`config.mk`:
```
export PLATFORM = sky130hd
export DESIGN_NAME = norm_ctrl
export DESIGN_NICKNAME = d
export VERILOG_FILES = /design/src/rtl/norm_ctrl_pkg.sv /design/src/rtl/norm_row_fifo.sv /design/src/rtl/norm_ctrl.sv
export SDC_FILE = /design/constraint.sdc
export NUM_CORES = 1
export LEC_CHECK = 0
export BUFFER_PORTS_ARGS = -buffer_cell sky130_fd_sc_hd__buf_2
export CORE_UTILIZATION = 63
export CTS_CLUSTER_SIZE = 20
export DETAILED_ROUTE_END_ITERATION = 12
export PLACE_DENSITY = 0.84
export SLEW_MARGIN = 20
export SYNTH_ARGS = -nofsm -noshare
export SYNTH_HDL_FRONTEND = slang
export SYNTH_SLANG_ARGS = --single-unit
```
`constraint.sdc`:
```
create_clock -name clk -period 5.34 [get_ports clk]
set_input_delay 0.534 -clock clk [delete_from_list [all_inputs] [get_ports clk]]
set_output_delay 0.534 -clock clk [all_outputs]
set_load 0.05 [all_outputs]
```
`src/rtl/norm_ctrl_pkg.sv`:
```
// Shared definitions for the normalization sequencer: state encoding and
// default datapath sizing.
package norm_ctrl_pkg;

  localparam int DWIDTH_DEF       = 8;
  localparam int MAT_MUL_SIZE_DEF = 4;

  typedef enum logic [2:0] {
    IDLE    = 3'd0,
    LOAD    = 3'd1,
    COLLECT = 3'd2,
    STREAM  = 3'd3,
    DRAIN   = 3'd4,
    DONE    = 3'd5
  } state_t;

endpackage

```
`src/rtl/norm_row_fifo.sv`:
```
// Small synchronous row FIFO holding one tile of matmul rows; the head row is
// presented combinationally so the sequencer can register it on the pop cycle.
module norm_row_fifo #(
  parameter int WIDTH = 32,
  parameter int DEPTH = 4
) (
  input  logic             clk,
  input  logic             reset,
  input  logic             push,
  input  logic [WIDTH-1:0] push_data,
  input  logic             pop,
  output logic [WIDTH-1:0] pop_data,
  output logic             full,
  output logic             empty
);

  localparam int              PW        = (DEPTH > 1) ? $clog2(DEPTH) : 1;
  localparam logic [PW-1:0]   LAST_PTR  = PW'(DEPTH - 1);
  localparam logic [PW:0]     DEPTH_CNT = (PW + 1)'(DEPTH);

  logic [WIDTH-1:0] mem [DEPTH];
  logic [PW-1:0]    wr_ptr;
  logic [PW-1:0]    rd_ptr;
  logic [PW:0]      count;
  logic             do_push;
  logic             do_pop;

  assign full     = (count == DEPTH_CNT);
  assign empty    = (count == '0);
  assign do_push  = push && !full;
  assign do_pop   = pop && !empty;
  assign pop_data = mem[rd_ptr];

  always_ff @(posedge clk) begin
    if (do_push) begin
      mem[wr_ptr] <= push_data;
    end
  end

  // Pointers wrap explicitly so non-power-of-two depths stay correct.
  always_ff @(posedge clk) begin
    if (reset) begin
      wr_ptr <= '0;
      rd_ptr <= '0;
      count  <= '0;
    end else begin
      if (do_push) begin
        wr_ptr <= (wr_ptr == LAST_PTR) ? '0 : wr_ptr + 1'b1;
      end
      if (do_pop) begin
        rd_ptr <= (rd_ptr == LAST_PTR) ? '0 : rd_ptr + 1'b1;
      end
      case ({do_push, do_pop})
        2'b10:   count <= count + 1'b1;
        2'b01:   count <= count - 1'b1;
        default: count <= count;
      endcase
    end
  end

endmodule

```
`src/rtl/norm_ctrl.sv`:
```
// Feeds the norm block one full tile at a time: buffers MAT_MUL_SIZE rows,
// replays them as a gap-free burst, and reports completion from norm's outputs.
module norm_ctrl
  import norm_ctrl_pkg::*;
#(
  parameter int DWIDTH       = DWIDTH_DEF,
  parameter int MAT_MUL_SIZE = MAT_MUL_SIZE_DEF,
  parameter int NUM_SETS     = 4,
  parameter int SEL_W        = 2
) (
  input  logic                           clk,
  input  logic                           reset,
  input  logic                           start,
  input  logic [SEL_W-1:0]               param_sel,
  input  logic                           cfg_we,
  input  logic [SEL_W-1:0]               cfg_addr,
  input  logic [DWIDTH-1:0]              cfg_mean,
  input  logic [DWIDTH-1:0]              cfg_inv_var,
  input  logic                           src_valid,
  output logic                           src_ready,
  input  logic [MAT_MUL_SIZE*DWIDTH-1:0] src_data,
  output logic                           norm_in_data_available,
  output logic [MAT_MUL_SIZE*DWIDTH-1:0] norm_inp_data,
  output logic [DWIDTH-1:0]              norm_mean,
  output logic [DWIDTH-1:0]              norm_inv_var,
  input  logic                           norm_out_data_available,
  output logic                           busy,
  output logic                           done
);

  localparam int             CW       = $clog2(MAT_MUL_SIZE) + 1;
  localparam int             RW       = MAT_MUL_SIZE * DWIDTH;
  localparam logic [CW-1:0]  LAST_CNT = CW'(MAT_MUL_SIZE - 1);
  localparam logic [CW-1:0]  FULL_CNT = CW'(MAT_MUL_SIZE);

  state_t            state;
  logic [SEL_W-1:0]  sel_reg;
  logic [DWIDTH-1:0] mean_tbl [NUM_SETS];
  logic [DWIDTH-1:0] inv_tbl  [NUM_SETS];
  logic [CW-1:0]     in_cnt;
  logic [CW-1:0]     stream_cnt;
  logic [CW-1:0]     out_cnt;
  logic [CW-1:0]     out_cnt_next;
  logic              fifo_push;
  logic              fifo_pop;
  logic              fifo_full;
  logic              fifo_empty;
  logic              last_accept;
  logic              counting;
  logic [RW-1:0]     fifo_data;

  assign fifo_push   = src_valid && src_ready && !fifo_full;
  assign last_accept = (state == COLLECT) && fifo_push && (in_cnt == LAST_CNT);
  // The first pop rides on the last accept so the burst starts the very next cycle.
  assign fifo_pop    = !fifo_empty &&
                       (last_accept || ((state == STREAM) && (stream_cnt != LAST_CNT)));

  assign counting     = (state == STREAM) || (state == DRAIN);
  assign out_cnt_next = (counting && norm_out_data_available && (out_cnt != FULL_CNT))
                        ? out_cnt + 1'b1 : out_cnt;

  norm_row_fifo #(
    .WIDTH (RW),
    .DEPTH (MAT_MUL_SIZE)
  ) u_fifo (
    .clk       (clk),
    .reset     (reset),
    .push      (fifo_push),
    .push_data (src_data),
    .pop       (fifo_pop),
    .pop_data  (fifo_data),
    .full      (fifo_full),
    .empty     (fifo_empty)
  );

  always_ff @(posedge clk) begin
    if (reset) begin
      for (int i = 0; i < NUM_SETS; i++) begin
        mean_tbl[i] <= '0;
        inv_tbl[i]  <= '0;
      end
    end else if (cfg_we) begin
      mean_tbl[cfg_addr] <= cfg_mean;
      inv_tbl[cfg_addr]  <= cfg_inv_var;
    end
  end

  always_ff @(posedge clk) begin
    if (reset) begin
      state                  <= IDLE;
      sel_reg                <= '0;
      src_ready              <= 1'b0;
      norm_in_data_available <= 1'b0;
      norm_inp_data          <= '0;
      norm_mean              <= '0;
      norm_inv_var           <= '0;
      busy                   <= 1'b0;
      done                   <= 1'b0;
      in_cnt                 <= '0;
      stream_cnt             <= '0;
      out_cnt                <= '0;
    end else begin
      done    <= 1'b0;
      out_cnt <= out_cnt_next;
      case (state)
        IDLE: begin
          if (start) begin
            sel_reg <= param_sel;
            busy    <= 1'b1;
            state   <= LOAD;
          end
        end
        LOAD: begin
          // Same-cycle cfg writes land after this read, so the tile keeps the old entry.
          norm_mean    <= mean_tbl[sel_reg];
          norm_inv_var <= inv_tbl[sel_reg];
          in_cnt       <= '0;
          stream_cnt   <= '0;
          out_cnt      <= '0;
          src_ready    <= 1'b1;
          state        <= COLLECT;
        end
        COLLECT: begin
          if (fifo_push) begin
            if (in_cnt != FULL_CNT) begin
              in_cnt <= in_cnt + 1'b1;
            end
            if (last_accept) begin
              src_ready              <= 1'b0;
              norm_in_data_available <= 1'b1;
              norm_inp_data          <= fifo_data;
              state                  <= STREAM;
            end
          end
        end
        STREAM: begin
          if (stream_cnt != LAST_CNT) begin
            stream_cnt    <= stream_cnt + 1'b1;
            norm_inp_data <= fifo_data;
          end else begin
            norm_in_data_available <= 1'b0;
            // In bypass all outputs may already be counted, skipping DRAIN.
            if (out_cnt_next == FULL_CNT) begin
              done  <= 1'b1;
              state <= DONE;
            end else begin
              state <= DRAIN;
            end
          end
        end
        DRAIN: begin
          if (out_cnt_next == FULL_CNT) begin
            done  <= 1'b1;
            state <= DONE;
          end
        end
        DONE: begin
          busy  <= 1'b0;
          state <= IDLE;
        end
        default: state <= IDLE;
      endcase
    end
  end

endmodule

```
==> metrics.cfg <==
[timing]
tightest_slew_ns = 1.09
fmax_mhz = 403
maxSlewHeadroom_pct = 26.9
setup-violations-final = 0
fin_setup_tns_ns = 0
min_period_ns = 2.48
rsz0062_at_grt = no
finalCritPeriodShare_pct = 46.4
final-hold-violation-count = 0
slew_violations = 0
skew_ns = 0.00930

[power_and_ir_drop]
seqPwrFrac_pct = 51.6
p_clk_share_pct = 42.2
power_mw = 4.53
p_int_mw = 3.55
peakVddDrop_v = 0.000351
switching_share_pct = 21.8
powerDensity_nw_per_um2 = 374
leakage_nw = 4.31
combPwrFrac_pct = 6.2
switching_power_mw = 0.989

[min_path]
worstHoldPathType = primary input to flip-flop

[die]
dieHeight_um = 131
die_w_um = 131
start_util_pct = 65.1
row_count = 46
io_pins = 110
die_area_um2 = 17100
core_um2 = 16100

[global_routing]
grt_overflow = 0
grt_pass1_wl_mm = 33.2
grt_start_max_net_pins = 49
gr-usage-all-layers_pct = 26.1
grt_pass1_vias = 6440
grt_antenna_before_repair = 1

[drt]
ant_nets = 0
vias = 6170
drt_pass1_iterations = 5
wirelength_mm = 21.5
drt_first_iter_violations = 415
viasPerCell = 5.88
drc_errors = 0
wire_per_inst_um = 20.5

[logic_synthesis]
synth_fp_nets = 775
synth_edf_count = 192
synthCells = 704
synth_top_area_share_pct = 55.2
yosys-top-cells-count = 192 x edfxtp_1, 109 x nand2_1, 75 x dfxtp_1, 68 x and2_1, 63 x a21oi_1
syn_area_um2 = 10400
synthTopCellsByArea = edfxtp_1 55%, dfxtp_1 14%, mux4_2 10%
synth.most_common_cell = edfxtp_1
synthFlopType = edfxtp_1
synth_top_area_cell = edfxtp_1
post_synth_num_cell_types = 40
async_flop_share_pct = 0
syn-mean-instance-area_um2 = 14.8
synth-seq-cells = 267
ys_seq_area_share_pct = 69.6
yosys_warnings = 0

[critical_path]
worstPathMaxFanout = 26
worstSetupEndpointType = flip-flop
cp_top_family = compound AO/OA/AOI/OAI gates
crit_required_ns = 5.71
cp_common_cell = ha_1
slowest_stage = nor4bb_1
worst_ep_arrival_time_ns = 2.85
cp_slowest_stage_delay_ns = 0.62
cp-start-kind = flip-flop
crit_chain = ha_1 -> ha_1 -> nor4bb_1 -> a41oi_4 -> clkbuf_16 -> o21ai_1 -> a21oi_1
critPathBufInv = 1
path_class = flip-flop to flip-flop

[run]
maxCapViolCount = 0

[cts]
clock_path_buffers = 3
clock_sinks = 267
h-tree-depth = 1
cts_root_buf = clkbuf_16
cts_buffers = 26
cts_resized = 0
postCtsSetupRepairBufs = 0
clkTransAtPathRegs_ns = 0.06
insertion_delay_ns = 0.52
hold_buffers = 0
cts_tree = yes

[layout]
fin_nets = 882
top_register = u_fifo.mem
synthToLayoutAreaGrowth_pct = 16.0
final_layout_size_suffix_gt1_share_pct = 27.4
largest_reg_flops = 128

[placement]
gp_congestion = 0.775
port_buffers = 109
dpl.hpwl_mm = 12.6

[run_status]
status = finished clean

## per-stage QoR
stage	setup WS (ns)	cell area, µm²	utilization [%]	hold WS (ns)	cells
6_report	2.86	12100	75.5	0.225	1049
5_1_grt	2.63	12100	75.5	0.216	1047
4_1_cts	2.65	12100	75.3	0.207	1046
3_5_place_dp	2.71	11200	69.6	0.444	998
3_3_place_gp	2.92	11200	69.6	0.435	998
2_1_floorplan	3.09	10400	-	0.452	704
## area by class of cell
type	count	area, µm²
diodes	2	5.00
well taps	216	270
flip-flops and latches	267	7270
repair buffers	117	623
fillers	903	3940
clock buffers	35	766
clock inverters	13	151
multi-input cells	389	3000
inverters	10	37.5
## path summary, 6_finish.rpt
path | start | endpoint | slack [ns] | depth (start not counted)
worst max-delay path | in_cnt[0] | flip-flop | 2.86 | 7
worst min-delay path | src_data[11] | u_fifo.mem[3][11] | 0.23 | 1
worst max register to register | in_cnt[0] | flip-flop | 2.86 | 7
worst min register to register | norm_inp_data[20] | norm_inp_data[20] | 0.45 | 2
## power groups by stage
stage	combinational (mW)	clock [mW]	sequential, mW
floorplan	0.142	0	2.42
global placement	0.267	0	2.37
detailed placement	0.279	0	2.38
CTS	0.283	1.94	2.34
global route	0.303	2.01	2.34
finish	0.283	1.91	2.34
## logic make-up after synthesis
kind of cell | count (synthesis) | share of synthesized area (%)
DFF | 267 | 69.6
and+or+nand+nor | 239 | 11.4
AOI/OAI and AO/OA | 76 | 3.92
muxes | 57 | 11.3
buffers and inverters | 48 | 1.94
adders and majority gates | 13 | 1.63
xor gates and xnor gates | 4 | 0.335
## per-layer routing
metal	track usage [%]	vias up	share of wire, %
li1	-	2802	-
met1	32.8	3070	39
met2	45.4	248	53
met3	4.97	48	5.9
met4	9.74	2	2.4
met5	0	-	0.060
## placed cells by master (no fill, tap or decap), types with 2 or more instances in the layout
cell / netlist / layout
or2_2: 4 / 4
nand3_1: 5 / 5
nand2b_1: 4 / 4
nor3_1: 8 / 8
buf_4: 0 / 7
or3_1: 2 / 2
nand4bb_1: 2 / 2
nand2_1: 109 / 109
o21ai_0: 3 / 3
inv_1: 10 / 10
diode_2: 0 / 2
buf_2: 12 / 109
clkinv_1: 0 / 2
inv_6: 0 / 2
clkbuf_16: 0 / 28
dfxtp_2: 0 / 3
edfxtp_1: 192 / 192
nor3b_1: 3 / 3
and2_1: 68 / 64
clkinv_2: 0 / 4
nor2_1: 20 / 20
and2_2: 0 / 4
mux2i_1: 7 / 7
nor2b_1: 4 / 4
o21ai_1: 3 / 2
mux4_2: 48 / 48
bufinv_16: 0 / 3
and3_1: 3 / 3
clkbuf_1: 25 / 2
a31oi_1: 3 / 3
xnor2_1: 4 / 4
dfxtp_1: 75 / 72
a21oi_1: 63 / 63
ha_1: 12 / 12
clkbuf_8: 0 / 6
No activity file was read; power rests on OpenSTA's default activity.
